`src/rtl/bus_pkg.sv`:
```
// Shared bus constants: beat width and the fixed test sequence
// that both master and slave agree on.
package bus_pkg;
    localparam int DATA_W  = 3;
    localparam int SEQ_LEN = 3;

    typedef logic [DATA_W-1:0] data_t;

    localparam data_t SEQ0 = 3'b111;
    localparam data_t SEQ1 = 3'b101;
    localparam data_t SEQ2 = 3'b110;

    function automatic data_t seq_exp(input logic [1:0] idx);
        data_t v;
        case (idx)
            2'd1:    v = SEQ1;
            2'd2:    v = SEQ2;
            default: v = SEQ0;
        endcase
        return v;
    endfunction
endpackage

```
`src/rtl/slave_sync_fifo.sv`:
```
// Small synchronous FIFO; head is zero when empty, no pass-through.
module sync_fifo #(
    parameter int DEPTH  = 4,
    parameter int DATA_W = 3
) (
    input  logic              clk,
    input  logic              rst,
    input  logic              push,
    input  logic              pop,
    input  logic [DATA_W-1:0] din,
    output logic              full,
    output logic              empty,
    output logic [DATA_W-1:0] dout
);
    localparam int AW = $clog2(DEPTH);
    localparam int CW = AW + 1;

    logic [DATA_W-1:0] mem_q [DEPTH];
    logic [AW-1:0]     wr_ptr_q, wr_ptr_d;
    logic [AW-1:0]     rd_ptr_q, rd_ptr_d;
    logic [CW-1:0]     count_q, count_d;
    logic              do_push, do_pop;

    assign full    = (count_q == CW'(DEPTH));
    assign empty   = (count_q == '0);
    assign do_push = push && !full;
    assign do_pop  = pop && !empty;
    assign dout    = empty ? '0 : mem_q[rd_ptr_q];

    always_comb begin
        wr_ptr_d = wr_ptr_q;
        rd_ptr_d = rd_ptr_q;
        count_d  = count_q;
        if (do_push) wr_ptr_d = wr_ptr_q + AW'(1);
        if (do_pop)  rd_ptr_d = rd_ptr_q + AW'(1);
        case ({do_push, do_pop})
            2'b10:   count_d = count_q + CW'(1);
            2'b01:   count_d = count_q - CW'(1);
            default: count_d = count_q;
        endcase
    end

    always_ff @(posedge clk or posedge rst) begin
        if (rst) begin
            wr_ptr_q <= '0;
            rd_ptr_q <= '0;
            count_q  <= '0;
        end else begin
            wr_ptr_q <= wr_ptr_d;
            rd_ptr_q <= rd_ptr_d;
            count_q  <= count_d;
        end
    end

    // Storage needs no reset; the empty flag masks stale entries.
    always_ff @(posedge clk) begin
        if (do_push) mem_q[wr_ptr_q] <= din;
    end
endmodule

```
`src/rtl/slave.sv`:
```
// Handshake receiver: throttled ready, FIFO buffering, beat counter
// and a sticky checker against the fixed master sequence.
module slave
    import bus_pkg::*;
#(
    parameter int         DEPTH         = 4,
    parameter logic [3:0] READY_PATTERN = 4'b1111
) (
    input  logic              sys_clk,
    input  logic              sys_rst,
    input  logic              valid_up,
    input  logic [DATA_W-1:0] data_up,
    output logic              ready_up,
    output logic              valid_dn,
    output logic [DATA_W-1:0] data_dn,
    input  logic              ready_dn,
    output logic [7:0]        beat_cnt,
    output logic              seq_err
);
    logic [1:0] phase_q, phase_d;
    logic [1:0] exp_idx_q, exp_idx_d;
    logic [7:0] beat_cnt_q, beat_cnt_d;
    logic       seq_err_q, seq_err_d;
    logic       full, empty, push, pop;

    // Ready is a function of registered state only.
    assign ready_up = !full && READY_PATTERN[phase_q];
    assign push     = valid_up && ready_up;
    assign pop      = valid_dn && ready_dn;
    assign valid_dn = !empty;
    assign beat_cnt = beat_cnt_q;
    assign seq_err  = seq_err_q;

    sync_fifo #(
        .DEPTH (DEPTH),
        .DATA_W(DATA_W)
    ) u_fifo (
        .clk  (sys_clk),
        .rst  (sys_rst),
        .push (push),
        .pop  (pop),
        .din  (data_up),
        .full (full),
        .empty(empty),
        .dout (data_dn)
    );

    always_comb begin
        phase_d    = phase_q + 2'd1;
        exp_idx_d  = exp_idx_q;
        beat_cnt_d = beat_cnt_q;
        seq_err_d  = seq_err_q;
        if (!valid_up) begin
            exp_idx_d = 2'd0;
        end else if (push) begin
            beat_cnt_d = beat_cnt_q + 8'd1;
            if (data_up != seq_exp(exp_idx_q)) seq_err_d = 1'b1;
            if (exp_idx_q == 2'(SEQ_LEN - 1)) exp_idx_d = 2'd0;
            else exp_idx_d = exp_idx_q + 2'd1;
        end
    end

    always_ff @(posedge sys_clk or posedge sys_rst) begin
        if (sys_rst) begin
            phase_q    <= 2'd0;
            exp_idx_q  <= 2'd0;
            beat_cnt_q <= 8'd0;
            seq_err_q  <= 1'b0;
        end else begin
            phase_q    <= phase_d;
            exp_idx_q  <= exp_idx_d;
            beat_cnt_q <= beat_cnt_d;
            seq_err_q  <= seq_err_d;
        end
    end
endmodule

```
`config.mk`:
```
export PLATFORM = sky130hd
export DESIGN_NAME = slave
export DESIGN_NICKNAME = d
export VERILOG_FILES = /design/src/rtl/bus_pkg.sv /design/src/rtl/slave_sync_fifo.sv /design/src/rtl/slave.sv
export SDC_FILE = /design/constraint.sdc
export NUM_CORES = 1
export LEC_CHECK = 0
export CAP_MARGIN = 40
export CORE_UTILIZATION = 45
export DETAILED_ROUTE_END_ITERATION = 8
export PLACE_DENSITY_LB_ADDON = 0.05
export SYNTH_ARGS = -nofsm -noshare
export SYNTH_HDL_FRONTEND = slang
export SYNTH_HIERARCHICAL = 1
export SYNTH_SLANG_ARGS = --single-unit
export TNS_END_PERCENT = 20
```
`constraint.sdc`:
```
create_clock -name sys_clk -period 2.3 [get_ports sys_clk]
set_clock_uncertainty 0.05 [all_clocks]
set_input_delay 0.69 -clock sys_clk [delete_from_list [all_inputs] [get_ports sys_clk]]
set_output_delay 0.69 -clock sys_clk [all_outputs]
set_load 0.01 [all_outputs]
```
Yosys cells after proc, flatten, opt, wreduce, memory -nomap -nowiden:

Memories as Yosys holds them, arrays and structs flattened.
Index checks and enable logic that the tools add are counted.

* memory bits (writable): 12
* memories: 1
* register bits: 20

Memories
* u_fifo.mem_q: words 4, width 3, rd ports 1, clocked after memory_dff 0, write ports 1, line slave_sync_fifo.sv:18 `logic [DATA_W-1:0] mem_q [DEPTH];`

* mux-type cells: 12
* $add $sub $neg: 7
* $lt $le $gt $ge: 1
* equal/unequal tests: 7
* reduce and logical (&&, ||, !) cells: 11

Operators with widths (number)
* two-way mux 3 bit: 3
* adder 2 x 1 -> 2 bit, second input constant: 4
* adder 8 x 1 -> 8 bit, second input constant: 1
* two-way mux 2 bit: 3
* one-hot mux 3 bit (2 select lines): 1
* logical AND 1 bit: 5
* equality test 2 x 1 -> 1 bit, second input constant: 2
* equality test 2 bit, second input constant: 2
* one-hot mux 2 bit (2 select lines): 1
* adder 3 x 1 -> 3 bit, second input constant: 1
* equality test 3 bit, second input constant: 1
* logical NOT 3 bit: 1
* less-than comparator 2 x 3 -> 1 bit, second input constant: 1
* two-way mux 1 bit: 3
* inequality test 3 bit: 1
* AND reduction 3 bit: 1
* subtractor 3 x 1 -> 3 bit, second input constant: 1
* binary-select mux 1 bit (select 2 bit): 1
* logical NOT 1 bit: 2
* inequality test 2 x 1 -> 1 bit, second input constant: 1
* AND reduction 2 bit: 1
* nonzero test 2 bit: 1

Depth between registers and ports, before layout:

Gate-level depths: netlist of the first run.

* depth in word-level cells: 8
* depth in mapped cells: 11
* gate-level depth less buffers: 10

Hierarchy:

Netlist of the first run, hierarchy kept.

Modules (own cells, without submodules)
* sync_fifo: cells an instance 57, sequential area each 535.5 um2, instances 1, area an instance 898.4 um2
* slave: cells an instance 52, sequential area each 275.3 um2, instances 1, area an instance 559.3 um2

Worst setup path before layout of the first run:

No wires, ideal clock.

* path kind: flip-flop to flip-flop
* from: reg u_fifo.count_q[0]
* to: reg u_fifo.count_q[2]
* cell stages (with the launch flop): 12
* period minus slack after synthesis: 2297 ps
* setup slack: 3 ps
* data required time: 2171 ps
* arrival time: 2168 ps
* setup time: 79 ps
* path through: dfrtp_1 -> nor3b_4 -> nor2b_2 -> buf_6 -> nor2b_4 -> inv_1 -> ha_1 -> inv_1 -> fa_1 -> xor2_1 -> nor2_1 -> xor2_1

* cells in the longest elaborated chain, start to end: 7
* elaborated cells between the ends (all ways): 15
* those cells by class: 2 x add/sub; 3 x eq/ne; 1 x mux; 9 x reduce/logical

RTL lines
* from (decl): line slave_sync_fifo.sv:21 `logic [CW-1:0] count_q, count_d;`
* from (signal assigned): line slave_sync_fifo.sv:51 `count_q <= count_d;`
* equality test 3 bit *: line slave_sync_fifo.sv:24 `assign full = (count_q == CW'(DEPTH));`
* named net full: line slave.sv:24 `logic full, empty, push, pop;`
* logical NOT 1 bit *: line slave.sv:27 `assign ready_up = !full && READY_PATTERN[phase_q];`
* logical AND 1 bit *: line slave.sv:27
* logical AND 1 bit *: line slave.sv:28 `assign push = valid_up && ready_up;`
* named net push: line slave.sv:24
* logical AND 1 bit *: line slave_sync_fifo.sv:26 `assign do_push = push && !full;`
* equality test 2 x 1 -> 1 bit or equality test 2 bit (tied branches): line slave_sync_fifo.sv:36 `case ({do_push, do_pop})`
* one-hot mux 3 bit (2 select lines) or nonzero test 2 bit (tied branches)

The timed path passes the listed nets; every way through them passes the cells marked *.
A chain may end at the register's enable or synchronous reset.

Worst setup path in the final report of the first run:

* from: reg u_fifo.rd_ptr_q[0]
* to: out data_dn[0]

* cells in the longest elaborated chain, start to end: 2

RTL lines
* from (decl): line slave_sync_fifo.sv:20 `logic [AW-1:0] rd_ptr_q, rd_ptr_d;`
* from (signal assigned): line slave_sync_fifo.sv:50 `rd_ptr_q <= rd_ptr_d;`
* memory read (4 x 3 bit)
* two-way mux 3 bit: line slave_sync_fifo.sv:28 `assign dout = empty ? '0 : mem_q[rd_ptr_q];`
* to (decl): line slave.sv:15 `output logic [DATA_W-1:0] data_dn,`

Every way passes these cells.

==> results of run 1 <==
## where the power goes
group | switching, mW | internal [mW]
logic | 0.464 | 0.637
clock network | 0.179 | 0.115
registers | 0.183 | 0.748
total | 0.825 | 1.50
## flip-flops by register name, indices dropped and copies added, names as in the netlist
signal	flops
u_fifo/wr_ptr_q	2
u_fifo/mem_q	12
u_fifo/count_q	3
exp_idx_q	2
seq_err	1
beat_cnt	8
u_fifo/rd_ptr_q	2
## worst min path at each step
stage / endpoint / slack, ps / cells after the start
6_report: beat_cnt[7]$_DFFE_PP0P_ / 430 / 1
4_1_cts: beat_cnt[7]$_DFFE_PP0P_ / 440 / 1
2_1_floorplan: u_fifo/count_q[0]$_DFFE_PP0P_ / 440 / 1
5_1_grt: beat_cnt[7]$_DFFE_PP0P_ / 450 / 1
3_5_place_dp: beat_cnt[7]$_DFFE_PP0P_ / 420 / 1
3_3_place_gp: beat_cnt[7]$_DFFE_PP0P_ / 410 / 1
## per-layer routing
layer	GRT usage (%)	vias up	routed length (um)
met5	0	-	0
met4	8.50	0	33
met3	6.81	4	152
met1	20.4	454	1110
met2	29.5	22	1340
li1	-	452	-
## repair_timing
action	in CTS	in global routing
pin swaps	0	3
buffers inserted	4	3
endpoints found under the setup margin	5	5
resized for setup	16	5
## metrics by stage
step | util, % | hold slack [ps] | setup TNS, ps
after detailed placement | 57.6 | 415 | -547
after global routing | 61.0 | 454 | -186
after floorplan | - | 435 | 0
after CTS | 59.9 | 435 | -101
after global placement | 57.6 | 408 | -441
final | 61.0 | 432 | 0
## critical path, delay by kind of cell, from the launching register on
family	cells	cell delay, ps
buf+inv	2	240
flops	1	370
mux	1	480
simple gates	1	140
## cells in the final DEF, fill, tap and decap left out, drive strengths merged, types with 2 or more instances in the layout
master / n
nor2: 4
nor3: 4
clkdlybuf4s50: 15
and2: 4
nor2b: 7
xor2: 8
xnor2: 6
mux4: 3
mux2: 2
inv: 11
dfrtp: 18
buf: 19
nand2: 7
clkbuf: 6
nand4: 3
clkinv: 2
edfxtp: 12
ha: 6
nand4bb: 2
## cell families (layout without fill, tap and decap cells)
kind of cell             Yosys count  after routing  synth area share, %
AND/OR/NAND/NOR                   34             34                 15.5
flip-flops                        30             30                 55.6
XOR/XNOR                          14             14                 8.41
buffers and inverters             13             55                 4.38
adder cells (fa/ha/maj)            7              7                 6.52
multiplexers                       6              6                 7.12
AO/OA/AOI/OAI                      5              5                 2.40
## synthesized netlist by cell type, drive strengths merged
| library cell | n | area [um2] |
|---|---|---|
| a21boi | 1 | 7.51 |
| a21oi | 1 | 5.00 |
| a31oi | 1 | 6.26 |
| and2 | 4 | 25.0 |
| and3 | 1 | 6.26 |
| buf | 2 | 22.5 |
| dfrtp | 18 | 450 |
| edfxtp | 12 | 360 |
| fa | 1 | 20.0 |
| ha | 6 | 75.1 |
| inv | 11 | 41.3 |
| mux2 | 2 | 26.3 |
| mux2i | 1 | 10.0 |
| mux4 | 3 | 67.6 |
| nand2 | 7 | 26.3 |
| nand3b | 1 | 20.0 |
| nand4 | 3 | 18.8 |
| nand4bb | 2 | 22.5 |
| nor2 | 4 | 15.0 |
| nor2b | 7 | 53.8 |
| nor3 | 4 | 20.0 |
| nor3b | 1 | 18.8 |
| o211ai | 1 | 7.51 |
| o31a | 1 | 8.76 |
| xnor2 | 6 | 52.6 |
| xor2 | 8 | 70.1 |
## final cells by class
class                           count  area (um2)  share of cell area, %
Clock buffer                        6        41.3                   2.22
Clock inverter                      2        8.76                  0.470
Inverter                           11        41.3                   2.22
Multi-Input combinational cell     66         591                   31.7
Sequential cell                    30         815                   43.7
Tap cell                           44        55.1                   2.96
Timing Repair Buffer               36         310                   16.7
==> metrics.log, run 1 <==
INFO  metric timing.critical_path.to_type = output pin
INFO  metric timing.max_cap.violations = 0
INFO  metric sum_of_internal_switching_and_leakage_power = 2.32 mW
INFO  metric dpl_cell_area = 1760 um2
INFO  metric reg_to_reg_critical_path_endpoint = u_fifo/count_q[2]$_DFFE_PP0P_
INFO  metric first_global_vias = 941
INFO  metric max-clock-path-buffers = 2
INFO  metric cts_tree = yes
INFO  metric routed-via-count = 932
INFO  metric drt_first_iter_violations = 12
INFO  metric wl = 2640 um
INFO  metric final_min_period_over_clock_period = 99.5%
INFO  metric grt_setup_unrepaired = true
INFO  metric outcome = complete, no violations
INFO  metric layout_fillers = 285
INFO  metric remaining_drc_errors = 0
INFO  metric die_height = 58.9 um
INFO  metric timing.final.setup_violations = 0
INFO  metric worst_slack_after_detailed_placement = -292 ps
INFO  metric gr-total-overflow = 0
INFO  metric final_critical_path_setup_slack = 10.9 ps
INFO  metric syn_avg_cell_area = 13.4 um2
INFO  metric period_minus_slack = 2290 ps
INFO  metric global_route_wire_length_before_repair = 4360 um
INFO  metric antenna_cells = 0
INFO  metric power.density = 1250 nW/um2
INFO  metric floorplan.initialDensity = 47.7%
INFO  metric setup.reg_to_reg.worst_slack = 120 ps
INFO  metric drtPass1Iterations = 2
INFO  metric fmaxAchievable = 437 MHz
INFO  metric finish.instance_area = 1860 um2
INFO  metric vdd_drop_max = 0.519 mV
INFO  metric syn_area = 1460 um2
INFO  metric crit-reg2reg-launch = u_fifo/count_q[1]$_DFFE_PP0P_
INFO  metric fp.coreArea = 3050 um2
INFO  metric critPathCapture = data_dn[0]
INFO  metric critical_path_class = flip-flop to output pin
INFO  metric post_route_cells_drive_above_1_share = 26.5%
INFO  metric port_buffers = 20
INFO  metric synth_cells = 109
INFO  metric worst_path_largest_cell_delay = 480 ps
INFO  metric worst_setup_path_start_kind = flip-flop
INFO  metric critical-path-slowest-cell = sky130_fd_sc_hd__mux4_2
INFO  metric boundaryPins = 21
INFO  metric crit_path_cell_trace = buf_6 -> mux4_2 -> nor2b_1 -> buf_2
INFO  metric combined_global_route_utilization_of_all_metal_layers = 17.9%
INFO  metric die_area = 3470 um2
INFO  metric design.final.nets = 164
INFO  metric timing_worst_slew_pin_value = 419 ps
INFO  metric antenna_violations_before_repair = 0
INFO  metric cp_data_arrival_time = 1550 ps
INFO  metric crit_required = 1560 ps
INFO  metric hold_buffers = 0
INFO  metric overall_die_width = 58.9 um
INFO  metric rows = 20
INFO  metric timing.final.hold_violations = 0
INFO  metric critical_path.startpoint = u_fifo/rd_ptr_q[0]$_DFFE_PP0P_
INFO  metric finalMaxSlewViolations = 0
INFO  metric finish.cell_count_without_fillers = 195
INFO  metric post-dp-hpwl = 1910 um
INFO  metric cts-buffers-inserted = 5
INFO  metric clk_latency = 320 ps
INFO  metric synth.yosys.warnings = 6
INFO  metric relSlewSlack = 72.0%
INFO  metric cts_sinks = 30
INFO  metric ant_nets = 0
INFO  metric htree_levels = 2
INFO  metric area_growth = 27.7%
INFO  metric post_synth_num_cell_types = 29
INFO  metric p_leak = 0.812 nW
INFO  metric synth.yosys.seq_area_share = 55.6%
INFO  metric clk_transition_reported_paths = 90 ps
INFO  metric gp_routability_congestion = 0.718
INFO  metric r2r.worst_path.cells = 11
INFO  metric grt_max_degree = 12
INFO  metric hp-class = flip-flop to flip-flop
INFO  metric cts_root_buf = sky130_fd_sc_hd__clkbuf_4
INFO  metric mappedNetlistNets = 123
INFO  metric vias_per_cell = 4.78
INFO  metric critical_path_peak_fanout = 3
INFO  metric dpl.cell_count = 180
INFO  metric timing.hold.worst.start = beat_cnt[7]$_DFFE_PP0P_
INFO  metric route.detailed.wl_per_inst = 13.5 um
INFO  metric synth.ff_latch_count = 30
Power figures use the tool's default switching activity.
==> inputs of run 2 (changes only) <==
Settings changed: CAP_MARGIN 40 to 5.
==> results of run 2 <==
The final DEF is identical to that of run 1; final timing and power are the same.
